`src/rtl/fractal_sync_rf_arb.sv`:
```
// Round-robin arbiter granting requesters onto N_PORTS register-file ports, one access per register per cycle.
// Grant is combinational (req_ready_o); the response is registered one cycle later and held until consumed.
module fractal_sync_rf_arb #(
  parameter int N_REQ     = 4,
  parameter int N_PORTS   = 2,
  parameter int N_REGS    = 3,
  parameter int IDX_WIDTH = 2
) (
  input  logic                               clk_i,
  input  logic                               rst_ni,
  input  logic [N_REQ-1:0]                   req_valid_i,
  input  logic [N_REQ-1:0]                   req_op_i,
  input  logic [N_REQ-1:0][IDX_WIDTH-1:0]    req_idx_i,
  output logic [N_REQ-1:0]                   req_ready_o,
  output logic [N_REQ-1:0]                   resp_valid_o,
  output logic [N_REQ-1:0]                   resp_present_o,
  output logic [N_REQ-1:0]                   resp_err_o,
  input  logic [N_REQ-1:0]                   resp_ready_i,
  output logic [N_PORTS-1:0]                 check_o,
  output logic [N_PORTS-1:0]                 set_o,
  output logic [N_PORTS-1:0]                 idx_valid_o,
  output logic [N_PORTS-1:0][IDX_WIDTH-1:0]  idx_o,
  input  logic [N_PORTS-1:0]                 present_i
);

  localparam int RRW  = (N_REQ > 1) ? $clog2(N_REQ) : 1;
  localparam int PW   = (N_PORTS > 1) ? $clog2(N_PORTS) : 1;
  localparam int NIDX = 2 ** IDX_WIDTH;

  logic [RRW-1:0]            rr_q, rr_d;
  logic [N_REQ-1:0]          resp_valid_q, resp_present_q, resp_err_q;
  logic [N_REQ-1:0]          gnt, gnt_oor;
  logic [N_REQ-1:0][PW-1:0]  gnt_port;
  logic [NIDX-1:0]           idx_taken;
  logic [N_PORTS-1:0]        port_busy;
  logic [RRW-1:0]            cur;
  logic                      placed;
  int                        pos;

  // Scan from rr_q; grant decisions never look at present_i.
  always_comb begin
    gnt         = '0;
    gnt_oor     = '0;
    gnt_port    = '0;
    idx_taken   = '0;
    port_busy   = '0;
    rr_d        = rr_q;
    check_o     = '0;
    set_o       = '0;
    idx_valid_o = '0;
    idx_o       = '0;
    cur         = '0;
    placed      = 1'b0;
    pos         = 0;
    if (rst_ni) begin
      for (int k = 0; k < N_REQ; k++) begin
        pos    = int'(rr_q) + k;
        if (pos >= N_REQ) pos = pos - N_REQ;
        cur    = RRW'(pos);
        placed = 1'b0;
        if (req_valid_i[cur] && (!resp_valid_q[cur] || resp_ready_i[cur])) begin
          if (int'(req_idx_i[cur]) >= N_REGS) begin
            gnt[cur]     = 1'b1;
            gnt_oor[cur] = 1'b1;
            rr_d         = (pos == N_REQ - 1) ? '0 : RRW'(pos + 1);
          end else if (!idx_taken[req_idx_i[cur]]) begin
            for (int p = 0; p < N_PORTS; p++) begin
              if (!placed && !port_busy[p]) begin
                placed         = 1'b1;
                port_busy[p]   = 1'b1;
                gnt_port[cur]  = PW'(p);
                idx_valid_o[p] = 1'b1;
                idx_o[p]       = req_idx_i[cur];
                check_o[p]     = !req_op_i[cur];
                set_o[p]       = req_op_i[cur];
              end
            end
            if (placed) begin
              gnt[cur]                  = 1'b1;
              idx_taken[req_idx_i[cur]] = 1'b1;
              rr_d                      = (pos == N_REQ - 1) ? '0 : RRW'(pos + 1);
            end
          end
        end
      end
    end
  end

  always_ff @(posedge clk_i) begin
    if (!rst_ni) begin
      rr_q           <= '0;
      resp_valid_q   <= '0;
      resp_present_q <= '0;
      resp_err_q     <= '0;
    end else begin
      rr_q <= rr_d;
      for (int r = 0; r < N_REQ; r++) begin
        if (gnt[r]) begin
          resp_valid_q[r]   <= 1'b1;
          resp_present_q[r] <= !gnt_oor[r] && present_i[gnt_port[r]];
          resp_err_q[r]     <= gnt_oor[r];
        end else if (resp_ready_i[r]) begin
          resp_valid_q[r]   <= 1'b0;
          resp_present_q[r] <= 1'b0;
          resp_err_q[r]     <= 1'b0;
        end
      end
    end
  end

  assign req_ready_o    = gnt;
  assign resp_valid_o   = resp_valid_q;
  assign resp_present_o = resp_present_q;
  assign resp_err_o     = resp_err_q;

endmodule
```
`config.mk`:
```
export PLATFORM = sky130hd
export DESIGN_NAME = fractal_sync_rf_arb
export DESIGN_NICKNAME = d
export VERILOG_FILES = /design/src/rtl/fractal_sync_rf_arb.sv
export SDC_FILE = /design/constraint.sdc
export NUM_CORES = 1
export LEC_CHECK = 0
export ABC_CLOCK_PERIOD_IN_PS = 8300
export BUFFER_PORTS_ARGS = -buffer_cell sky130_fd_sc_hd__buf_2
export CAP_MARGIN = 15
export CORE_MARGIN = 2
export CORE_UTILIZATION = 60
export DETAILED_ROUTE_END_ITERATION = 10
export GPL_TIMING_DRIVEN = 0
export PLACE_DENSITY = 0.86
export SLEW_MARGIN = 10
export SYNTH_ARGS = -nofsm -noshare
export SYNTH_HDL_FRONTEND = slang
export SYNTH_SLANG_ARGS = --single-unit
export TNS_END_PERCENT = 10
```
`constraint.sdc`:
```
create_clock -name clk_i -period 8.3 [get_ports clk_i]
set_input_delay 1.66 -clock clk_i [delete_from_list [all_inputs] [get_ports clk_i]]
set_output_delay 1.66 -clock clk_i [all_outputs]
set_load 0.05 [all_outputs]
```
==> results.py, run 1 <==
metrics = {
    "status": {
        "outcome": "finished clean",
    },
    "worst_setup_path": {
        "cp_max_fo": 8,
        "critPathLaunch": "resp_ready_i[3]",
        "worstSetupPathType": "input pin to output pin",
        "cp.arrival_ns": 5.06,
        "r2r_start": "rr_q[0]$_SDFF_PN0_",
        "cp_cell_sequence": "buf_2, nor2b_1, nand2b_4, o32ai_1, nor2_1, o211ai_1, a211oi_2, o32ai_2, nor2_1, a221o_1, nand2_1, inv_1, buf_2",
        "cp.required_ns": 6.64,
        "crit_family": "compound AO/OA/AOI/OAI gates",
        "setup.worst_path.end_class": "output pin",
        "crit_path_max_incr_delay_ns": 0.61,
        "startpoint_type": "input pin",
        "path_buf_inv": 3,
        "critPathSlowestCell": "o32ai_1",
    },
    "power": {
        "switchingPower_mw": 0.817,
        "power.share.combinational_pct": 87.3,
        "peakVddDrop_uv": 242,
        "pwr-share-seq_pct": 8.4,
        "switching_share_pct": 62.3,
        "power.density_nw_per_um2": 476,
        "p_int_mw": 0.496,
        "pwr-share-clk_pct": 4.2,
        "power.leakage_nw": 1.16,
    },
    "yosys": {
        "syn-num-nets": 354,
        "synth_top_cell_by_area": "dfxtp_1",
        "yosysTopAreaCellShare_pct": 11.6,
        "yosys.area_share.simple_pct": 25.8,
        "synthAdderAreaFrac_pct": 5.45,
        "syn_area_um2": 2410,
        "synth_mux_area_share_pct": 17.6,
        "synthFlopType": "dfxtp_1",
        "ys_types": 67,
        "synthXorXnorAreaFrac_pct": 1.09,
        "yosysSeqAreaShare_pct": 11.6,
        "synth_compound_area_share_pct": 31.7,
        "ys_ff_latch": 14,
        "synth_edf_count": 0,
        "synthArstFlopShare_pct": 0,
        "avgSynthCellArea_um2": 7.48,
        "synth_top_family_by_area": "compound AO/OA/AOI/OAI gates",
        "yosysWarnings": 0,
        "synth_cells": 322,
        "synthTopCellsByArea": "dfxtp_1 (12%), mux2i_1 (5.8%), nand2_1 (5.8%)",
    },
    "timing": {
        "tightest_slew_ns": 0.666,
        "fmax_mhz": 149,
        "maxSlewViolCount": 0,
        "rsz0062_at_grt": "false",
        "tns_ns": 0,
        "setup_viol": 0,
        "fin_crit_ns": 6.72,
        "hold_violations": 0,
        "fin_skew_ns": 0.00522,
        "fin_crit_sh_pct": 80.9,
        "slew_headroom_pct": 55.5,
        "fin_ws_ns": 1.58,
    },
    "detailed_routing": {
        "wl_per_cell_um": 18.7,
        "drc": 0,
        "drt-initial-drc-count": 488,
        "vias": 2949,
        "drt_first_pass_iters": 9,
        "viasPerCell": 6.96,
        "drtAntennaViolNets": 0,
        "drt-total-wl_um": 7930,
    },
    "clocking": {
        "holdBufCountCts": 0,
        "cts_tree": "done",
        "cts_buffers": 3,
        "cts.sinks": 14,
        "cts_resized": 0,
        "clk_pin_slew_ns": 0.06,
        "root_buffer": "clkbuf_8",
        "h-tree-depth": 1,
        "ctsLongestPathBuffers": 2,
        "clk-insertion-delay-late_ns": 0.25,
        "cts_setup_buffers": 0,
    },
    "layout": {
        "synthToLayoutAreaGrowth_pct": 14.5,
        "final_util_pct": 69.9,
        "final_cells": 424,
        "nets": 408,
        "antenna_cells": 0,
        "drive_gt1_share_pct": 23.8,
        "final_common_cell": "buf_2",
        "final_cell_mix": "buf_2 (51), nand2_1 (37), nor2_1 (34), a21oi_1 (19), o21ai_0 (17)",
    },
    "die": {
        "core-area_um2": 3940,
        "die_h_um": 67.4,
        "initial_core_util_pct": 61.1,
        "dieArea_um2": 4540,
        "rows": 23,
        "fp.dieW_um": 67.4,
        "ioPinCount": 50,
    },
    "place": {
        "io_buffers": 49,
        "gp_congestion": 0.969,
        "dp_hpwl_um": 6010,
        "dp_slack_ns": 1.69,
        "post-place-cells": 421,
    },
    "global_routing": {
        "gr-usage-all-layers_pct": 34.8,
        "grt_max_degree": 14,
        "grt_pass1_wl_um": 12200,
        "overflow": 0,
        "grt_pass1_vias": 2523,
        "antenna_found_initial": 0,
    },
    "worst_hold_path": {
        "hold_path_class": "flip-flop to flip-flop",
        "hold_start": "resp_present_o[0]$_SDFFE_PN0P_",
    },
    "job": {
        "maxCapViolCount": 0,
    },
}
## logic make-up (layout without fill, tap and decap cells)
| kind of cell | count (synthesis) | in the layout |
|---|---|---|
| compound gates | 103 | 103 |
| xor+xnor | 3 | 3 |
| fa+ha+maj | 11 | 11 |
| buf+inv | 36 | 88 |
| flops | 14 | 14 |
| mux | 31 | 31 |
| simple gates | 124 | 124 |
## state kept, by name (all words and copies together), names as in the netlist
name and flops:
resp_present_o 4, resp_valid_o 4, resp_err_o 4, rr_q 2
## power groups by stage
stage	sequential (mW)	clock (mW)	combinational [mW]
after floorplan	0.186	0	0.800
after global placement	0.111	0	1.10
after detailed placement	0.112	0	1.11
after CTS	0.110	0.0548	1.11
after global routing	0.114	0.0564	1.22
final	0.111	0.0557	1.15
## worst min-delay path, stage by stage (launching register included)
cell and delay [ns]:
dfxtp_1 0.32, nand3_1 0.06, o21ai_0 0.06
## cell usage after synthesis (all sizes together), types with 3 or more instances
master and instances:
a211oi 6, a21oi 19, a222oi 8, a311oi 3
a31oi 4, and2 3, buf 7, clkbuf 11
dfxtp 14, ha 8, inv 17, maj3 3
mux2 9, mux2i 16, mux4 6, nand2 37
nand2b 10, nand3 5, nand3b 3, nand4 5
nor2 34, nor2b 4, nor3 7, nor3b 3
nor4b 3, o211ai 3, o21a 9, o21ai 17
o22ai 8, o32ai 6, or3 5
## layer usage
layer | share of wire, % | track usage [%] | up-vias
li1 | - | - | 1343
met1 | 42 | 47.4 | 1350
met2 | 46 | 57.7 | 230
met3 | 10 | 3.83 | 26
met4 | 2.2 | 10.5 | 0
met5 | 0 | 0 | -
## metrics by stage
| stage | cell area [um^2] | hold slack (ns) | power (mW) |
|---|---|---|---|
| floorplan | 2410 | 0.691 | 0.986 |
| global placement | 2720 | 0.464 | 1.21 |
| detailed placement | 2720 | 0.458 | 1.22 |
| CTS | 2760 | 0.471 | 1.28 |
| global route | 2760 | 0.515 | 1.39 |
| finish | 2760 | 0.468 | 1.31 |
## worst paths after layout
path	endpoint	depth (start not counted)	slack, ns
hold reg to reg	resp_present_o[0]$_SDFFE_PN0P_	2	0.47
setup reg to reg	resp_present_o[2]$_SDFFE_PN0P_	14	3.61
hold / removal	resp_present_o[0]$_SDFFE_PN0P_	2	0.47
setup / recovery	req_ready_o[3]	13	1.58
## layout make-up
type,instances,area [um^2]
plain buffers,18,92.6
clock buffers,3,41.3
fillers,318,1180
inverters,18,67.6
multi-input cells,272,1970
flip-flops and latches,14,280
well taps,50,62.6
repair buffers,49,245
Power figures use the tool's default switching activity.
==> inputs of run 2 (changes only) <==
--- a/config.mk
+++ b/config.mk
@@ -5,14 +5,14 @@
 export SDC_FILE = /design/constraint.sdc
 export NUM_CORES = 1
 export LEC_CHECK = 0
-export ABC_CLOCK_PERIOD_IN_PS = 8300
+export ABC_CLOCK_PERIOD_IN_PS = 6850
 export BUFFER_PORTS_ARGS = -buffer_cell sky130_fd_sc_hd__buf_2
 export CAP_MARGIN = 15
 export CORE_MARGIN = 2
-export CORE_UTILIZATION = 60
+export CORE_UTILIZATION = 56
 export DETAILED_ROUTE_END_ITERATION = 10
 export GPL_TIMING_DRIVEN = 0
-export PLACE_DENSITY = 0.86
+export PLACE_DENSITY = 0.81
 export SLEW_MARGIN = 10
 export SYNTH_ARGS = -nofsm -noshare
 export SYNTH_HDL_FRONTEND = slang
==> constraint.sdc (replaced) <==
create_clock -name clk_i -period 6.85 [get_ports clk_i]
set_input_delay 1.37 -clock clk_i [delete_from_list [all_inputs] [get_ports clk_i]]
set_output_delay 1.37 -clock clk_i [all_outputs]
set_load 0.05 [all_outputs]
==> results.py, run 2 (synthesis results as in run 1) <==
metrics = {
    "die": {
        "dieArea_um2": 4840,
        "rows": 23,
        "ioPinCount": 50,
        "die_h_um": 69.6,
        "fp.dieW_um": 69.6,
        "initial_core_util_pct": 59.4,
        "core-area_um2": 4060,
    },
    "power": {
        "power.density_nw_per_um2": 573,
        "power.leakage_nw": 1.16,
        "switchingPower_mw": 0.976,
        "p_int_mw": 0.612,
        "peakVddDrop_uv": 305,
        "switching_share_pct": 61.5,
        "pwr-share-seq_pct": 8.5,
        "power.share.combinational_pct": 86.5,
        "power.total_mw": 1.59,
        "pwr-share-clk_pct": 5.0,
    },
    "status": {
        "outcome": "finished clean",
    },
    "clocking": {
        "cts_tree": "done",
        "clk_pin_slew_ns": 0.06,
        "cts_resized": 0,
        "holdBufCountCts": 0,
        "cts_setup_buffers": 0,
        "ctsLongestPathBuffers": 2,
        "root_buffer": "clkbuf_8",
        "clk-insertion-delay-late_ns": 0.24,
        "cts_buffers": 3,
        "cts.sinks": 14,
        "h-tree-depth": 1,
    },
    "detailed_routing": {
        "drc": 0,
        "drt-initial-drc-count": 379,
        "wl_per_cell_um": 17.8,
        "drtAntennaViolNets": 0,
        "viasPerCell": 6.69,
        "vias": 2845,
        "drt-total-wl_um": 7580,
        "drt_first_pass_iters": 5,
    },
    "worst_setup_path": {
        "crit_path_max_incr_delay_ns": 0.59,
        "setup.worst_path.end_class": "output pin",
        "cp_cell_sequence": "buf_6, clkinv_1, ha_1, mux4_1, buf_2, nor3_1, a21oi_1, o211ai_1, a211oi_2, o32ai_2, nor2_1, a221oi_2, nor2_1, buf_2",
        "r2r_start": "rr_q[0]$_SDFF_PN0_",
        "critPathLaunch": "rr_q[0]$_SDFF_PN0_",
        "cp_max_fo": 10,
        "cp.arrival_ns": 4.83,
        "crit_family": "compound AO/OA/AOI/OAI gates",
        "worstSetupPathType": "flip-flop to output pin",
        "path_buf_inv": 4,
        "critPathSlowestCell": "o211ai_1",
        "startpoint_type": "flip-flop",
        "cp.required_ns": 5.48,
    },
    "timing": {
        "maxSlewViolCount": 0,
        "fin_crit_ns": 6.20,
        "fmax_mhz": 161,
        "tightest_slew_ns": 0.712,
        "tns_ns": 0,
        "setup_viol": 0,
        "fin_skew_ns": 0.00181,
        "slew_headroom_pct": 52.3,
        "fin_crit_sh_pct": 90.5,
        "hold_violations": 0,
        "rsz0062_at_grt": "false",
    },
    "layout": {
        "nets": 408,
        "final_common_cell": "buf_2",
        "drive_gt1_share_pct": 24.0,
        "antenna_cells": 0,
        "final_cell_mix": "buf_2 (51), nand2_1 (37), nor2_1 (34), a21oi_1 (19), o21ai_0 (17)",
        "fillers": 346,
        "synthToLayoutAreaGrowth_pct": 15.1,
    },
    "global_routing": {
        "grt_pass1_vias": 2467,
        "grt_pass1_wl_um": 12100,
        "overflow": 0,
        "grt_max_degree": 14,
        "gr-usage-all-layers_pct": 30.0,
        "antenna_found_initial": 0,
    },
    "worst_hold_path": {
        "hold_path_class": "flip-flop to flip-flop",
        "hold_start": "resp_present_o[0]$_SDFFE_PN0P_",
    },
    "place": {
        "io_buffers": 49,
        "gp_congestion": 0.991,
        "dp_hpwl_um": 5890,
    },
    "job": {
        "maxCapViolCount": 0,
    },
}
## run 2: final cells by class
type / instances / area (um^2) / share of cell area (%)
clock buffer: 4 / 55.1 / 1.99
buffer: 18 / 92.6 / 3.34
inverter: 18 / 67.6 / 2.44
sequential: 14 / 280 / 10.1
multi-input combinational: 272 / 1970 / 71.0
tap: 50 / 62.6 / 2.26
timing repair buffer: 49 / 245 / 8.85
## run 2: metrics by stage
step | instance area, um^2 | instances | worst slack, ns | hold WS, ns | utilization [%]
2_1_floorplan | 2410 | 322 | 1.09 | 0.691 | -
3_3_place_gp | 2720 | 421 | 0.811 | 0.461 | 66.9
4_1_cts | 2770 | 425 | 0.761 | 0.481 | 68.3
6_report | 2770 | 425 | 0.654 | 0.489 | 68.3
5_1_grt | 2770 | 425 | 0.388 | 0.507 | 68.3
3_5_place_dp | 2720 | 421 | 0.796 | 0.466 | 66.9
## run 2: power groups by stage
stage	Clock, mW	Sequential, mW	Combinational (mW)
after floorplan	0	0.226	0.970
after global routing	0.0834	0.138	1.46
after CTS	0.0808	0.134	1.35
after global placement	0	0.134	1.33
final	0.0791	0.135	1.37
after detailed placement	0	0.135	1.34
## run 2: final timing paths
path	endpoint	depth (start not counted)	slack, ns
setup / recovery	req_ready_o[2]	14	0.65
hold / removal	resp_present_o[0]$_SDFFE_PN0P_	2	0.49
setup reg to reg	resp_present_o[2]$_SDFFE_PN0P_	14	2.14
hold reg to reg	resp_present_o[0]$_SDFFE_PN0P_	2	0.49
## run 2: layer usage
layer  part of all wire [%]  track usage (%)
met2                     45             44.9
met5                      0                0
met3                    6.7             1.31
met1                     47             45.8
met4                    1.8             10.0
## run 2: worst min-delay path, stage by stage (launching register included)
cell,delay (ns)
dfxtp_1,0.31
nand3_1,0.06
o21ai_0,0.07
==> inputs of run 3 (changes only) <==
--- a/config.mk
+++ b/config.mk
@@ -6,13 +6,14 @@
 export NUM_CORES = 1
 export LEC_CHECK = 0
 export ABC_CLOCK_PERIOD_IN_PS = 6850
-export BUFFER_PORTS_ARGS = -buffer_cell sky130_fd_sc_hd__buf_2
 export CAP_MARGIN = 15
 export CORE_MARGIN = 2
-export CORE_UTILIZATION = 56
+export CORE_UTILIZATION = 60
 export DETAILED_ROUTE_END_ITERATION = 10
+export DONT_BUFFER_PORTS = 1
 export GPL_TIMING_DRIVEN = 0
-export PLACE_DENSITY = 0.81
+export PLACE_DENSITY = 0.76
+export REMOVE_ABC_BUFFERS = 1
 export SLEW_MARGIN = 10
 export SYNTH_ARGS = -nofsm -noshare
 export SYNTH_HDL_FRONTEND = slang
==> results.py, run 3 (synthesis results as in run 1) <==
metrics = {
    "status": {
        "outcome": "finished clean",
    },
    "timing": {
        "tns_ns": 0,
        "rsz0062_at_grt": "true",
        "fin_skew_ns": 0.00181,
        "timing.hold.ws_ns": 0.737,
        "fin_crit_ns": 6.70,
        "maxSlewViolCount": 0,
        "fmax_mhz": 149,
        "slew_headroom_pct": 31.5,
        "hold_violations": 0,
        "setup_viol": 0,
        "fin_crit_sh_pct": 97.7,
        "tightest_slew_ns": 1.03,
    },
    "clocking": {
        "cts_tree": "done",
        "cts_buffers": 3,
        "root_buffer": "clkbuf_8",
        "holdBufCountCts": 0,
        "h-tree-depth": 1,
        "clk-insertion-delay-late_ns": 0.24,
        "cts_setup_buffers": 0,
        "ctsLongestPathBuffers": 2,
        "clk_pin_slew_ns": 0.05,
        "cts.sinks": 14,
    },
    "worst_setup_path": {
        "critPathLaunch": "rr_q[0]$_SDFF_PN0_",
        "startpoint_type": "flip-flop",
        "cp.required_ns": 5.48,
        "cp.arrival_ns": 5.33,
        "cp_max_fo": 20,
        "r2r_start": "rr_q[0]$_SDFF_PN0_",
        "crit_path_frequent_cell": "a21oi_1",
        "crit_path_max_incr_delay_ns": 0.76,
        "setup.worst_path.end_class": "output pin",
        "worstSetupPathType": "flip-flop to output pin",
        "critPathSlowestCell": "mux4_1",
        "r2r_setup_slack_ns": 1.77,
        "cp_cell_sequence": "buf_16, clkinv_1, ha_4, mux4_1, nor3_1, a21oi_1, o211ai_1, a211oi_2, o32ai_2, a21oi_1, and2_1, o21a_1, and3_2",
    },
    "layout": {
        "final_common_cell": "nand2_1",
        "final_util_pct": 63.8,
        "nets": 342,
        "drive_gt1_share_pct": 14.9,
        "final_cells": 358,
        "antenna_cells": 0,
        "fillers": 357,
        "final_cell_mix": "nand2_1 (37), nor2_1 (30), a21oi_1 (18), o21ai_0 (17), inv_1 (15)",
        "synthToLayoutAreaGrowth_pct": 4.47,
    },
    "global_routing": {
        "grt_pass1_vias": 2322,
        "overflow": 0,
        "antenna_found_initial": 0,
        "grt_pass1_wl_um": 11000,
        "grt_max_degree": 21,
        "gr-usage-all-layers_pct": 31.4,
    },
    "die": {
        "die_h_um": 67.4,
        "ioPinCount": 50,
        "fp.dieW_um": 67.4,
        "core-area_um2": 3940,
        "rows": 23,
        "initial_core_util_pct": 61.1,
        "dieArea_um2": 4540,
    },
    "detailed_routing": {
        "vias": 2559,
        "viasPerCell": 7.15,
        "drc": 0,
        "drt-initial-drc-count": 315,
        "wl_per_cell_um": 19.4,
        "drtAntennaViolNets": 0,
        "drt_first_pass_iters": 9,
        "drt-total-wl_um": 6940,
    },
    "place": {
        "gp_congestion": 0.986,
        "post-place-cells": 355,
        "io_buffers": 0,
        "dp_hpwl_um": 5230,
    },
    "worst_hold_path": {
        "hold_start": "resp_present_o[0]$_SDFFE_PN0P_",
        "hold_path_class": "flip-flop to flip-flop",
    },
    "job": {
        "maxCapViolCount": 0,
    },
}
==> run 3: changes by cell type in the layout (fill, tap and decap cells not counted), sizes merged <==
cell	change
buf	-55
clkbuf	-12
==> run 3: layer usage <==
metal / GRT usage, % / vias up / share of wire [%]
met1: 43.2 / 1204 / 43
met5: 0 / - / 0
met4: 9.44 / 0 / 0.88
met2: 51.0 / 138 / 48
met3: 4.33 / 9 / 8.6
li1: - / 1208 / -
==> run 3: repair_timing <==
item,4_1_cts,5_1_grt
hold endpoints to repair,0,0
setup endpoints to repair,11,11
gates cloned,0,0
resized for setup,6,8
==> run 3: path summary, 6_finish.rpt <==
path / end / depth (start not counted)
hold / removal: resp_present_o[0]$_SDFFE_PN0P_ / 2
setup / recovery: check_o[1] / 13
hold reg to reg: resp_present_o[0]$_SDFFE_PN0P_ / 2
setup reg to reg: resp_present_o[2]$_SDFFE_PN0P_ / 13
==> run 3: area by class of cell <==
| cell class | instances | area [um^2] | area share (%) |
|---|---|---|---|
| clock buffers | 3 | 41.3 | 1.64 |
| inverters | 18 | 67.6 | 2.69 |
| multi-input cells | 272 | 2030 | 80.9 |
| flip-flops and latches | 14 | 283 | 11.2 |
| well taps | 50 | 62.6 | 2.49 |
| repair buffers | 1 | 27.5 | 1.09 |
==> run 3: per-stage QoR <==
| stage | worst slack [ns] | cell area [um^2] |
|---|---|---|
| 2_1_floorplan | 0.138 | 2320 |
| 3_3_place_gp | -0.940 | 2380 |
| 3_5_place_dp | -0.318 | 2420 |
| 4_1_cts | 0.0484 | 2470 |
| 5_1_grt | -0.0738 | 2520 |
| 6_report | 0.155 | 2520 |
==> run 3: worst max-delay path, delay by kind of cell, from the launching register on <==
family | cells | cell delay (ns)
AO/OA/AOI/OAI | 6 | 1.81
flip-flops | 1 | 0.55
adder cells (fa/ha/maj) | 1 | 0.54
AND/OR/NAND/NOR | 3 | 0.85
buffers and inverters | 2 | 0.55
multiplexers | 1 | 0.76
Power of run 3 is not shown: default switching activity piles up to over one toggle a cycle in this logic, so the estimate is an artifact.
